$ cat src/rtl/dot_field_tracker.sv
// Pac-Man dot field: pellet map, tile-aligned eating, serial dot count, saturating score.
// Optional POWER_PELLET_EN macro adds the power-pellet mask, pellet scoring and pellet_pulse.
module dot_field_tracker #(
  parameter int unsigned COLS          = 12,
  parameter int unsigned ROWS          = 12,
  parameter int unsigned TILE_SHIFT    = 5,
  parameter int unsigned ORIGIN        = 1,
  parameter int unsigned CNT_W         = 8,
  parameter int unsigned SCORE_W       = 16,
  parameter int unsigned DOT_POINTS    = 10,
  parameter int unsigned PELLET_POINTS = 50
) (
  input  logic                   Clk,
  input  logic                   Reset,
  input  logic                   load,
  input  logic [ROWS*COLS-1:0]   init_map,
  input  logic [ROWS*COLS-1:0]   pellet_map,
  input  logic                   score_clr,
  input  logic                   pac_valid,
  input  logic [9:0]             pac_x,
  input  logic [9:0]             pac_y,
  output logic [ROWS*COLS-1:0]   display,
  output logic [CNT_W-1:0]       dots_left,
  output logic                   busy,
  output logic                   eat_pulse,
  output logic                   pellet_pulse,
  output logic [SCORE_W-1:0]     score,
  output logic                   level_clear,
  output logic                   level_clear_pulse
);

  localparam int unsigned CELLS  = ROWS * COLS;
  localparam int unsigned IDX_W  = $clog2(CELLS);
  localparam int unsigned POS_W  = 10;
  localparam int unsigned TILE_W = POS_W - TILE_SHIFT;

  typedef enum logic [1:0] {IDLE, LOAD, PLAY, CLEAR} state_t;

  state_t             state, state_next;
  logic [CELLS-1:0]   display_next;
  logic [IDX_W-1:0]   idx, idx_next;
  logic [CNT_W-1:0]   dots_next;
  logic [SCORE_W-1:0] score_next;
  logic               eat_next, pellet_next, lcp_next;
  logic               busy_next, lc_next;

  // Pixel position to grid cell
  logic [TILE_W-1:0]  tile_x, tile_y;
  logic [31:0]        col, row;
  logic               aligned, in_range;
  logic [IDX_W-1:0]   bit_idx;
  logic               eat_hit;
  logic               pellet_hit;
  logic [SCORE_W:0]   score_sum;

  assign tile_x   = pac_x[POS_W-1:TILE_SHIFT];
  assign tile_y   = pac_y[POS_W-1:TILE_SHIFT];
  assign col      = 32'(tile_x) - 32'(ORIGIN);
  assign row      = 32'(tile_y) - 32'(ORIGIN);
  assign aligned  = (pac_x[TILE_SHIFT-1:0] == '0) && (pac_y[TILE_SHIFT-1:0] == '0);
  assign in_range = (32'(tile_x) >= 32'(ORIGIN)) && (col < 32'(COLS)) &&
                    (32'(tile_y) >= 32'(ORIGIN)) && (row < 32'(ROWS));
  assign bit_idx  = IDX_W'((32'(ROWS) - 32'd1 - row) * 32'(COLS) + (32'(COLS) - 32'd1 - col));
  assign eat_hit  = (state == PLAY) && pac_valid && aligned && in_range && display[bit_idx];

`ifdef POWER_PELLET_EN
  logic [CELLS-1:0] pellet_mask, pellet_mask_next;

  assign pellet_hit = pellet_mask[bit_idx];

  // Pellet mask follows the dot map: loaded with it, cleared as cells are eaten
  always_comb begin
    pellet_mask_next = pellet_mask;
    if (load) begin
      pellet_mask_next = pellet_map & init_map;
    end else if (eat_hit) begin
      pellet_mask_next[bit_idx] = 1'b0;
    end
  end

  always_ff @(posedge Clk or posedge Reset) begin
    if (Reset) begin
      pellet_mask <= '0;
    end else begin
      pellet_mask <= pellet_mask_next;
    end
  end
`else
  logic unused_pellet_map;

  assign unused_pellet_map = ^pellet_map;
  assign pellet_hit        = 1'b0;
`endif

  assign score_sum = {1'b0, score} +
                     (SCORE_W+1)'(pellet_hit ? PELLET_POINTS : DOT_POINTS);

  // Next-state and datapath update
  always_comb begin
    state_next   = state;
    display_next = display;
    idx_next     = idx;
    dots_next    = dots_left;
    score_next   = score;
    eat_next     = 1'b0;
    pellet_next  = 1'b0;
    lcp_next     = 1'b0;

    if (load) begin
      display_next = init_map;
      idx_next     = '0;
      dots_next    = '0;
      state_next   = LOAD;
    end else begin
      case (state)
        LOAD: begin
          dots_next = dots_left + CNT_W'(display[idx]);
          if (idx == IDX_W'(CELLS - 1)) begin
            if (dots_next != '0) begin
              state_next = PLAY;
            end else begin
              state_next = CLEAR;
              lcp_next   = 1'b1;
            end
          end else begin
            idx_next = idx + IDX_W'(1);
          end
        end
        PLAY: begin
          if (eat_hit) begin
            display_next[bit_idx] = 1'b0;
            dots_next             = dots_left - CNT_W'(1);
            eat_next              = 1'b1;
            pellet_next           = pellet_hit;
            score_next            = score_sum[SCORE_W] ? '1 : score_sum[SCORE_W-1:0];
            if (dots_left == CNT_W'(1)) begin
              state_next = CLEAR;
              lcp_next   = 1'b1;
            end
          end
        end
        default: begin
        end
      endcase
    end

    if (score_clr) begin
      score_next = '0;
    end

    busy_next = (state_next == LOAD);
    lc_next   = (state_next == CLEAR);
  end

  always_ff @(posedge Clk or posedge Reset) begin
    if (Reset) begin
      state             <= IDLE;
      display           <= '0;
      idx               <= '0;
      dots_left         <= '0;
      score             <= '0;
      busy              <= 1'b0;
      eat_pulse         <= 1'b0;
      pellet_pulse      <= 1'b0;
      level_clear       <= 1'b0;
      level_clear_pulse <= 1'b0;
    end else begin
      state             <= state_next;
      display           <= display_next;
      idx               <= idx_next;
      dots_left         <= dots_next;
      score             <= score_next;
      busy              <= busy_next;
      eat_pulse         <= eat_next;
      pellet_pulse      <= pellet_next;
      level_clear       <= lc_next;
      level_clear_pulse <= lcp_next;
    end
  end

endmodule
$ cat config.mk
export PLATFORM = sky130hd
export DESIGN_NAME = dot_field_tracker
export DESIGN_NICKNAME = d
export VERILOG_FILES = /design/src/rtl/dot_field_tracker.sv
export SDC_FILE = /design/constraint.sdc
export NUM_CORES = 1
export LEC_CHECK = 0
export BUFFER_PORTS_ARGS = -buffer_cell sky130_fd_sc_hd__buf_2
export CAP_MARGIN = 0
export CORE_AREA = 3 3 189 191
export DETAILED_ROUTE_END_ITERATION = 8
export DIE_AREA = 0 0 192 194
export GPL_TIMING_DRIVEN = 0
export PLACE_DENSITY = 0.61
export SETUP_SLACK_MARGIN = 0.15
export SLEW_MARGIN = 20
export SYNTH_ARGS = -nofsm -noshare
export SYNTH_HDL_FRONTEND = slang
export SYNTH_SLANG_ARGS = --single-unit
export TNS_END_PERCENT = 1
$ cat constraint.sdc
create_clock -name Clk -period 6.4 [get_ports Clk]
set_clock_uncertainty 0.2 [all_clocks]
set_input_delay 0 -clock Clk [delete_from_list [all_inputs] [get_ports Clk]]
set_output_delay 0 -clock Clk [all_outputs]
set_load 0.02 [all_outputs]
==> reports/metrics.cfg <==
[run_status]
outcome = finished, final reports clean

[grt]
grt_max_degree = 101
grtUsageTotal_pct = 27.6
grt-busiest-layer = met2
grt-ovfl-total = 0
grt_use_met1_pct = 36.1
met3_usage_pct = 6.42
antenna_found_initial = 2
grt_pass1_vias = 12100
grt_pass1_wl_um = 76600
grt_use_met2_pct = 44.4

[synth]
ys.warnings.count = 0
syn_inst = 1075
syn_area_um2 = 11700
synth.top_cell.area_share_pct = 38.8
synth_area_leaders = dfrtp_1 (39%), mux2i_1 (16%), mux4_2 (11%), a21oi_1 (7.1%), ha_1 (2.7%)
ys_seq_area_share_pct = 38.8
synth_top_cell_by_area = dfrtp_1
synth_nets = 1414
synth_async_sr_flop_share_pct = 100
synth_edf_count = 0
synth-seq-cells = 182
syn_avg_cell_area_um2 = 10.9
yosys.cell_types.count = 76
ys.flop_type = dfrtp_1

[clock_tree]
clock_latency_ns = 0.45
cts_inserted_buffers = 17
clock_sinks = 182
cts_tree = done
cts_buffer_depth = 2
ctsResizeCount = 0
htreeDepth = 4
cts_root_buf = clkbuf_16
holdBufCountCts = 147
cts_setup_buffers = 0
clk_pin_slew_worst_paths_ns = 0.08

[min_path]
hold_end = score[11]
hp-class = primary input to flop
worst_hold_startpoint = load
worstHoldPathCells = 3

[timing]
setup_viol = 0
slew_headroom_pct = 30.1
slew_viol_final = 0
post-route-period-util_pct = 93.2
worst_slew_pin_slew_ns = 1.05
hold_violations = 0
tns_ns = 0
rsz0062_at_grt = false
fmax_mhz = 168
min_period_ns = 5.97

[final_layout]
seq_area_um2 = 4550
syn2layout_area_growth_pct = 38.8
finalNetCount = 1930
drive_gt1_share_pct = 31.0
layout.cells.non_filler = 2061
nFillCells = 3180
multi_input_area_um2 = 6730

[worst_setup_path]
criticalPathCategory = flop to flop
cp-start-kind = flop
worst-endpoint-required_ns = 6.51
crit_fanout = 10
r2r_end = busy
endpoint_kind = flop
rr_startpoint = idx[1]
r2r_setup_slack_ns = 0.43
arrival_ns = 6.07
r2r_cells = 18

[power_and_ir_drop]
netSwitchingFraction_pct = 40.9
intPower_uw = 2420
power_frac_comb_pct = 40.0
p_total_uw = 4100
p_leak_uw = 0.00756
power_frac_seq_pct = 34.0
ir_worst_vdd_mv = 0.223
pwr-share-clk_pct = 26.0
p_switching_uw = 1680
powerDensity_nw_per_um2 = 252

[placement]
numPortBuffers = 336
hpwl_um = 39100
dpl.cell_count = 1880
gp_congestion = 0.900

[drt]
drtPass1Iterations = 6
wirelength_um = 51900
vias_per_cell = 5.74
wire_per_inst_um = 25.2
ant_nets = 0
drc = 0
drt-initial-drc-count = 1020
routed-via-count = 11800

[die]
io_pins = 486
dieArea_um2 = 37200
die_x_um = 192
core-area_um2 = 34300
initial_utilization_pct = 34.2
rows = 68
die_h_um = 194

[run]
cap_violations = 0

==> cells in the mapped netlist, drive strengths merged (16+ instances only) <==
cell      n
mux2i   193
nand4    18
dfrtp   182
nor3     22
nand3    17
mux4     60
buf      32
a211oi   16
xor2     17
a21oi   166
ha       25
inv      20
a22oi    23
nor2     60
nand2    33
clkbuf   48
and3     22
==> sequential cells by signal, indices dropped and copies added (netlist names) <==
name / cells
display: 144
dots_left: 8
busy: 1
score: 16
eat_pulse: 1
state: 2
idx: 8
level_clear_pulse: 1
level_clear: 1
==> routing by layer <==
| layer | vias up | wire (µm) |
|---|---|---|
| li1 | 5123 | - |
| met1 | 5890 | 20400 |
| met2 | 685 | 24600 |
| met3 | 128 | 4990 |
| met4 | 0 | 1880 |
| met5 | - | 0 |
==> through the flow <==
step           hold WS (ns)  area [µm²]  setup WS (ns)  utilization (%)
2_1_floorplan       -0.0806       11700           1.26                -
3_3_place_gp        0.00741       14000          -1.12             40.8
3_5_place_dp         -0.293       14200          0.565             41.5
4_1_cts              0.0515       16300          0.517             47.5
5_1_grt              0.0797       16300          0.244             47.5
6_report             0.0486       16300          0.434             47.5
==> critical path, stage by stage, from the launching register on <==
cell	delay (ns)
dfrtp_1	0.42
clkbuf_1	0.65
buf_1	0.78
mux4_2	0.43
mux4_2	0.52
mux4_2	0.49
mux2i_1	0.19
o21ai_0	0.13
ha_1	0.22
ha_1	0.22
and3_1	0.21
nand3_1	0.12
nor2_1	0.07
o211ai_1	0.20
o41ai_1	0.14
nand4_1	0.11
nor2_1	0.05
a211oi_1	0.57
nor2_1	0.12
==> how the worst max path moves through the flow <==
stage                 from  cells past startpoint  slack [ns]      endpoint
floorplan            Reset                      1        1.26          busy
global route        idx[0]                     18        0.24          busy
finish              idx[1]                     18        0.43          busy
detailed placement  idx[0]                     18        0.56          busy
global placement     Reset                      2       -1.12  display[100]
CTS                 idx[0]                     18        0.52          busy
==> area by class of cell <==
| type | instances | share of cell area [%] |
|---|---|---|
| Multi-Input combinational cell | 792 | 41.3 |
| Sequential cell | 182 | 27.9 |
| Timing Repair Buffer | 497 | 20.5 |
| Tap cell | 455 | 3.49 |
| Clock buffer | 18 | 2.63 |
| Buffer | 80 | 2.57 |
| Clock inverter | 14 | 0.975 |
| Inverter | 21 | 0.530 |
| Antenna cell | 2 | 0.0307 |
==> cell usage in the layout (no fill, tap or decap), types with 15 or more instances in the layout <==
master         instances
xor2_1                16
mux4_2                57
clkbuf_16             17
inv_1                 19
clkbuf_1              47
ha_1                  25
a21oi_1              166
a22oi_1               23
nor2_1                50
nand4_1               18
and3_1                22
nor3_1                18
nand2_1               33
nand3_1               17
o21ai_0               15
mux2i_1              193
dfrtp_1              182
buf_2                346
dlygate4sd3_1        147
==> cells by family (layout without fill, tap and decap cells) <==
group | Yosys count | after routing | share of synthesized area [%]
adder cells (fa/ha/maj) | 26 | 26 | 2.84
AO/OA/AOI/OAI | 268 | 268 | 14.0
other | 1 | 3 | 0.0319
multiplexers | 255 | 255 | 28.3
XOR/XNOR | 31 | 31 | 2.56
flip-flops | 182 | 182 | 38.8
buffers and inverters | 101 | 630 | 4.22
AND/OR/NAND/NOR | 211 | 211 | 9.29
==> power by group through the flow <==
stage	combinational (µW)	sequential, µW	clock, µW
6_report	1640	1390	1060
5_1_grt	1740	1410	1120
4_1_cts	1620	1390	1070
3_5_place_dp	1540	1410	0
3_3_place_gp	1500	1410	0
2_1_floorplan	880	1480	0
Power figures use the tool's default switching activity.
